## config.mk

```make
export PLATFORM = sky130hd
export DESIGN_NAME = defl_arb_stage
export DESIGN_NICKNAME = d
export VERILOG_FILES = /design/src/rtl/minbd_pkg.sv /design/src/rtl/lfsr16.sv /design/src/rtl/defl_arb_stage.sv
export SDC_FILE = /design/constraint.sdc
export NUM_CORES = 1
export LEC_CHECK = 0
export CAP_MARGIN = 30
export CORE_UTILIZATION = 55
export CTS_CLUSTER_SIZE = 8
export DETAILED_ROUTE_END_ITERATION = 8
export PLACE_DENSITY = 0.91
export SYNTH_ARGS = -nofsm -noshare
export SYNTH_HDL_FRONTEND = slang
export SYNTH_SLANG_ARGS = --single-unit
```

## constraint.sdc

```tcl
create_clock -name clk -period 7.1 [get_ports clk]
set_input_delay 1.775 -clock clk [delete_from_list [all_inputs] [get_ports clk]]
set_output_delay 1.775 -clock clk [all_outputs]
set_load 0.02 [all_outputs]
```

## src/rtl/minbd_pkg.sv

```systemverilog
// Shared flit format and ranking helper for the MinBD router stages.
package minbd_pkg;

  localparam int FLIT_W = 11;
  localparam int GOLD_B = 10;
  localparam int VAL_B  = 9;
  localparam int DST_HI = 8;
  localparam int DST_LO = 6;
  localparam int ID_HI  = 5;
  localparam int ID_LO  = 0;

  localparam logic [2:0] DST_OUT1 = 3'b000;

  typedef logic [FLIT_W-1:0] flit_t;

  typedef enum logic [1:0] {
    RANK_EMPTY  = 2'd0,
    RANK_VALID  = 2'd1,
    RANK_GOLDEN = 2'd2
  } rank_e;

  // Expects a flit whose gold bit has already been tagged (and cleared when invalid).
  function automatic rank_e flit_rank(input flit_t f);
    if (!f[VAL_B])
      return RANK_EMPTY;
    else if (f[GOLD_B])
      return RANK_GOLDEN;
    else
      return RANK_VALID;
  endfunction

endpackage

```

## src/rtl/lfsr16.sv

```systemverilog
// 16-bit Fibonacci LFSR (taps 16,14,13,11), shared by the router stages for tie-breaking.
module lfsr16 (
  input  logic        clk,
  input  logic        rst_n,
  input  logic        en,
  input  logic [15:0] seed,
  output logic [15:0] q
);

  logic [15:0] r_q;
  logic        w_fb;
  logic [15:0] w_seed;

  assign w_fb = r_q[15] ^ r_q[13] ^ r_q[12] ^ r_q[10];
  // An all-zero seed would lock the register, so substitute a legal state.
  assign w_seed = (seed == 16'h0000) ? 16'h0001 : seed;

  always_ff @(posedge clk or negedge rst_n) begin
    if (!rst_n)
      r_q <= w_seed;
    else if (en)
      r_q <= {r_q[14:0], w_fb};
  end

  assign q = r_q;

endmodule

```

## src/rtl/defl_arb_stage.sv

```systemverilog
// Two-flit deflection arbitration stage: golden tagging, rank/steer, registered outputs
// and a saturating deflection counter.
module defl_arb_stage
  import minbd_pkg::*;
#(
  parameter int          EPOCH_LEN = 64,
  parameter int          ID_W      = 6,
  parameter int          CNT_W     = 16,
  parameter logic [15:0] LFSR_SEED = 16'hACE1
) (
  input  logic              clk,
  input  logic              rst_n,
  input  logic              en,
  input  logic [10:0]       inp1,
  input  logic [10:0]       inp2,
  output logic [10:0]       out1,
  output logic [10:0]       out2,
  output logic [ID_W-1:0]   golden_id,
  output logic [CNT_W-1:0]  deflect_cnt
);

  localparam int EP_W = (EPOCH_LEN > 2) ? $clog2(EPOCH_LEN) : 1;
  localparam logic [EP_W-1:0] EP_LAST = EP_W'(EPOCH_LEN - 1);

  // en is a stage-wide advance with no backpressure: a flit pair is consumed on
  // every edge with en=1, and with en=0 every register in the stage holds.
  logic [EP_W-1:0]  r_epoch;
  logic [ID_W-1:0]  r_golden_id;
  logic [CNT_W-1:0] r_cnt;
  flit_t            r_out1;
  flit_t            r_out2;

  logic [15:0] w_lfsr;
  logic        w_a_gold;
  logic        w_b_gold;
  flit_t       w_a_tag;
  flit_t       w_b_tag;
  rank_e       w_a_rank;
  rank_e       w_b_rank;
  logic        w_a_wins;
  flit_t       w_win;
  flit_t       w_lose;
  logic        w_win_to_out1;
  logic        w_lose_pref1;
  logic        w_deflect;

  lfsr16 u_lfsr (
    .clk   (clk),
    .rst_n (rst_n),
    .en    (en),
    .seed  (LFSR_SEED),
    .q     (w_lfsr)
  );

  // Golden is sticky on the incoming bit and never survives on an empty slot.
  assign w_a_gold = inp1[VAL_B] & ((inp1[ID_HI:ID_LO] == r_golden_id) | inp1[GOLD_B]);
  assign w_b_gold = inp2[VAL_B] & ((inp2[ID_HI:ID_LO] == r_golden_id) | inp2[GOLD_B]);
  assign w_a_tag  = {w_a_gold, inp1[VAL_B:0]};
  assign w_b_tag  = {w_b_gold, inp2[VAL_B:0]};

  assign w_a_rank = flit_rank(w_a_tag);
  assign w_b_rank = flit_rank(w_b_tag);
  assign w_a_wins = (w_a_rank > w_b_rank) || ((w_a_rank == w_b_rank) && !w_lfsr[0]);

  assign w_win  = w_a_wins ? w_a_tag : w_b_tag;
  assign w_lose = w_a_wins ? w_b_tag : w_a_tag;

  assign w_win_to_out1 = (w_win[DST_HI:DST_LO] == DST_OUT1);
  assign w_lose_pref1  = (w_lose[DST_HI:DST_LO] == DST_OUT1);
  // The loser lands on out1 exactly when the winner took out2.
  assign w_deflect     = w_lose[VAL_B] && (w_win_to_out1 == w_lose_pref1);

  always_ff @(posedge clk or negedge rst_n) begin
    if (!rst_n) begin
      r_epoch     <= '0;
      r_golden_id <= '0;
      r_cnt       <= '0;
      r_out1      <= '0;
      r_out2      <= '0;
    end else if (en) begin
      if (r_epoch == EP_LAST) begin
        r_epoch     <= '0;
        r_golden_id <= r_golden_id + 1'b1;
      end else begin
        r_epoch <= r_epoch + 1'b1;
      end

      if (w_win_to_out1) begin
        r_out1 <= w_win;
        r_out2 <= w_lose;
      end else begin
        r_out1 <= w_lose;
        r_out2 <= w_win;
      end

      if (w_deflect && (r_cnt != {CNT_W{1'b1}}))
        r_cnt <= r_cnt + 1'b1;
    end
  end

  assign out1        = r_out1;
  assign out2        = r_out2;
  assign golden_id   = r_golden_id;
  assign deflect_cnt = r_cnt;

endmodule

```

-- Yosys cells after proc, flatten, opt, wreduce, memory -nomap -nowiden
Index checks and enable logic that the tools add are counted.
Widths: inputs -> output; s select.
- mux-type cells: 9
- order comparisons: 1
- equal/unequal tests: 6
- bitwise logic cells: 7
- reductions and logical operators: 9
- $add $sub $neg: 3
- operators by type and width (kind ; number):
    $mux 11 ; 4
    $add 16x1->16 const B ; 1
    $ne 16x16->1 const B ; 1
    $add 6x1->6 const B ; 2
    $eq 6x6->1 ; 2
    $mux 2 ; 4
    $eq 6x6->1 const B ; 1
    $logic_not 3->1 ; 2
    $mux 6 ; 1
    $reduce_and 2->1 ; 2
    $logic_and 1x1->1 ; 3
    $xor 1x1->1 ; 3
    $and 1x1->1 ; 2
    $eq 2x2->1 ; 1
    $gt 2x2->1 ; 1
    $or 1x1->1 ; 2
    $eq 1x1->1 ; 1
    $logic_not 1->1 ; 1
    $logic_or 1x1->1 ; 1
- logic and storage cells: 41
- output and inout port bits: 44
- bits in registers: 66
- input bits: 25

-- Longest topological paths before layout
- word-level depth: 14
- depth in mapped cells: 13
- mapped depth without buffers: 11

-- Worst setup path before layout
OpenSTA, ideal clock, no wires.
- path kind: input-to-reg
- start: in inp2[1]
- end: reg r_out1[7], in the netlist out1[7]
- arrival time: 3.722 ns
- setup slack: 3.258 ns
- setup time: 0.120 ns
- stages on the path: 10
- cells stage by stage: xnor2_1 -> nand4_1 -> o21ai_0 -> inv_1 -> ha_1 -> and3_1 -> buf_4 -> nor2_1 -> mux2_2 -> a31o_1
- longest elaborated chain between the ends: 11
- elaborated cells between the ends (all ways): 13
- RTL lines (what ; RTL line ; source):
    from (decl) ; defl_arb_stage.sv:15 ; input logic [10:0] inp2,
    $eq 6x6->1 (*) ; defl_arb_stage.sv:57 ; assign w_b_gold = inp2[VAL_B] & ((inp2[ID_HI:ID_LO] == r_golden_id) | inp2[GOLD_B]);
    $or 1x1->1 (*) ; defl_arb_stage.sv:57 ;
    $and 1x1->1 (*) ; defl_arb_stage.sv:57 ;
    $mux 2 (*) ; minbd_pkg.sv:26 ; else if (f[GOLD_B])
    $mux 2 (*) ; minbd_pkg.sv:24 ; if (!f[VAL_B])
    $eq 2x2->1 ; defl_arb_stage.sv:63 ; assign w_a_wins = (w_a_rank > w_b_rank) || ((w_a_rank == w_b_rank) && !w_lfsr[0]);
    $logic_and 1x1->1 ; defl_arb_stage.sv:63 ;
    $logic_or 1x1->1 (*) ; defl_arb_stage.sv:63 ;
    $mux 11 ; defl_arb_stage.sv:65 ; assign w_win = w_a_wins ? w_a_tag : w_b_tag;
    $logic_not 3->1 ; defl_arb_stage.sv:68 ; assign w_win_to_out1 = (w_win[DST_HI:DST_LO] == DST_OUT1);
    $mux 11 (*) ; defl_arb_stage.sv:88 ; if (w_win_to_out1) begin
    to (signal assigned) ; defl_arb_stage.sv:89 ; r_out1 <= w_win;
    to (signal assigned) ; defl_arb_stage.sv:92 ; r_out1 <= w_lose;
    to (decl) ; defl_arb_stage.sv:30 ; flit_t r_out1;
Mark *: on every way between the ends. The rest lies on a longest branch, timed or not.
A chain may end at the register's enable or synchronous reset.

-- Worst setup path in the final report
- start: in inp2[1]
- end: reg r_out2[10], in the netlist out2[10]
- longest elaborated chain between the ends: 11
- elaborated cells between the ends (all ways): 13
- RTL lines (what ; RTL line ; source):
    $eq 6x6->1 (*) ; defl_arb_stage.sv:57 ;
    $or 1x1->1 (*) ; defl_arb_stage.sv:57 ;
    $and 1x1->1 (*) ; defl_arb_stage.sv:57 ;
    $mux 2 ; minbd_pkg.sv:26 ;
    $mux 2 ; minbd_pkg.sv:24 ;
    $eq 2x2->1 ; defl_arb_stage.sv:63 ;
    $logic_and 1x1->1 ; defl_arb_stage.sv:63 ;
    $logic_or 1x1->1 ; defl_arb_stage.sv:63 ;
    $mux 11 ; defl_arb_stage.sv:65 ;
    $logic_not 3->1 ; defl_arb_stage.sv:68 ;
    $mux 11 (*) ; defl_arb_stage.sv:88 ;
    to (signal assigned) ; defl_arb_stage.sv:90 ; r_out2 <= w_lose;
    to (signal assigned) ; defl_arb_stage.sv:93 ; r_out2 <= w_win;
    to (decl) ; defl_arb_stage.sv:31 ; flit_t r_out2;
Marks and branches as above.

==> out/results.ini <==
[run_status]
status=complete, no violations

[logic_synthesis]
ys_ff_latch=66
synth_nets=344
yosysUniqueCellTypes=49
avgSynthCellArea_um2=10.7
synthArstFlopShare_pct=100
synth_edf_count=0
synth_flop_cell=dfrtp_1
ys_warn_count=0
synthCells=314
ys_seq_area_share_pct=49.5
netlist_area_mm2=0.00336

[placement]
globalplace.congestion=0.901
io_buffer_count=68
dp_cells=445
dpl.hpwl_um=5100
post-place-ws_ps=2310

[final_layout]
fill_cells=409
post-route-util_pct=71.9
final_cells=461
area_growth_pct=26.9
final_cell_mix=clkdlybuf4s50_1 (66), dfrtp_1 (58), xnor2_1 (34)
drive_above_1_share_pct=15.0
num_antenna_cells=0
nNetsFinal=411
final_common_cell=clkdlybuf4s50_1

[die]
die_width_um=80.1
chipHeight_um=80.1
placementRows=28
dieArea_mm2=0.00642
start_util_pct=56.7
ios=69
coreArea_mm2=0.00592

[timing]
rsz0062_at_grt=false
fmax_ghz=0.220
period_minus_slack_ps=4540
worst_pin_slew_ps=799
hold_viol=0
fin_skew_ps=10.7
drv_slew=0
setup_ws_ps=2560
fin_crit_sh_pct=64.0
setup_viol=0
setup_tns_ps=0
relSlewSlack_pct=46.8

[clock_network]
cts.sinks=66
cts_resized=0
cts_root_buf=clkbuf_8
clock_latency_ps=350
postCtsSetupRepairBufs=0
clkTransAtPathRegs_ps=80
cts_buffer_depth=2
h-tree-depth=3
cts_tree=done
cts_made_buffers=9
hold_buffers=0

[pwr]
peakVddDrop_uv=165
p_per_area_mw_per_mm2=301
power.leakage_nw=1.69

[setup_path]
crit_type=input pin to flip-flop
path_common_cell=o21ai_0
critPathMaxStageDelay_ps=530
worst_ep_required_time_ps=7360
cp_cell_sequence=clkdlybuf4s50_1 -> xnor2_1 -> nand4_1 -> o21ai_0 -> inv_1 -> ha_1 -> and3_1 -> inv_2 -> a21boi_2 -> o21ai_0 -> a31oi_1
path_delay_family=compound AO/OA/AOI/OAI gates
crit_path_max_fanout=15
worst-path-buf-inv=3
startpoint_type=input pin
crit_slowest_cell=clkdlybuf4s50_1
crit_path_end_kind=flip-flop
r2r_slack_ps=3970
worstPathArrival_ps=4800

[global_routing]
first_global_vias=2624
antenna_found_initial=0
grt_usage_pct=25.9
grt-ovfl-total=0
grt_max_degree=71
grt_pass1_wl_um=12600

[drt]
drtIter0Drc=207
via_per_inst=5.92
drc=0
dr.pass1.iters=5
wl_per_cell_um=16.5
antenna_left=0
num_vias=2731
drt-total-wl_um=7620

[flow_run]
maxCapViolCount=0

[worst_hold_path]
min_path_type=flip-flop to flip-flop

[per-layer routing]
metal  vias up  track usage (%)  part of all wire (%)
met5         -                0                     0
met4         0             14.3                   3.1
met3        26             4.66                   5.6
met2       122             41.5                    50
met1      1318             33.2                    41
li1       1265                -                     -
[Yosys cell counts (all sizes together), types with 2 or more instances]
cell    instances  area share [%]
nand4          15             2.8
mux2           20             6.7
o22ai           6             1.1
and4            2            0.52
nor3            5             1.7
xor2            6             1.8
dfrtp          58              43
nand2          17             1.9
dfstp           8             6.3
nand3          26             3.9
nor4            2             1.0
inv             5            0.56
xnor2          34             8.9
and3            5            0.93
nand2b          3            0.78
a31o            2            0.52
nor2b           2            0.37
a21oi           7             1.4
a31oi          15             2.8
nor2           25             2.9
clkbuf          5            0.60
o21ai          21             3.2
ha              5             1.9
buf             9             1.4
[stage by stage]
step	area [um^2]	hold slack, ps	total power [mW]
floorplan	3360	445	0.818
global route	4260	538	1.36
CTS	4260	502	1.29
detailed placement	4070	485	0.970
finish	4260	498	1.28
global placement	4070	467	0.948
[power by group]
part | internal (mW) | total (mW) | switching [mW]
clock network | 0.171 | 0.314 | 0.142
logic | 0.197 | 0.393 | 0.196
registers | 0.495 | 0.576 | 0.0811
total | 0.862 | 1.28 | 0.420
[area by class of cell]
type	instances	area (um^2)	area share, %
well taps	75	93.8	2.20
repair buffers	70	686	16.1
flip-flops and latches	66	1660	39.0
clock buffers	13	149	3.50
multi-input cells	229	1610	37.8
clock inverters	3	40.0	0.940
inverters	5	18.8	0.441
[logic make-up after synthesis]
family / synth area share, %
adder cells (fa/ha/maj): 1.86
flip-flops: 49.5
XOR/XNOR: 10.7
AND/OR/NAND/NOR: 17.9
AO/OA/AOI/OAI: 10.9
buffers and inverters: 2.53
multiplexers: 6.71
[state kept, by name, summed over array words and instances, names as in the netlist]
register,flops
deflect_cnt,16
golden_id,6
out1,11
out2,11
r_epoch,6
u_lfsr.q,16
[worst register-to-register path, stage by stage, from the launching register on]
cell and delay [ps]:
dfrtp_1 480, xnor2_1 280, nand3_1 100, o21ai_0 280, inv_1 90, ha_1 360
and3_1 450, inv_2 80, a21boi_2 480, o21ai_0 220, a31oi_1 230
[worst paths after layout]
path | start | endpoint | cells after the start
min in group asynchronous | rst_n | deflect_cnt[7] | 2
max reg2reg | golden_id[0] | out2[10] | 10
max in group asynchronous | rst_n | golden_id[2] | 2
min | deflect_cnt[8] | deflect_cnt[8] | 1
max | inp2[1] | out2[10] | 11
min reg2reg | deflect_cnt[8] | deflect_cnt[8] | 1
Power figures use the tool's default switching activity.
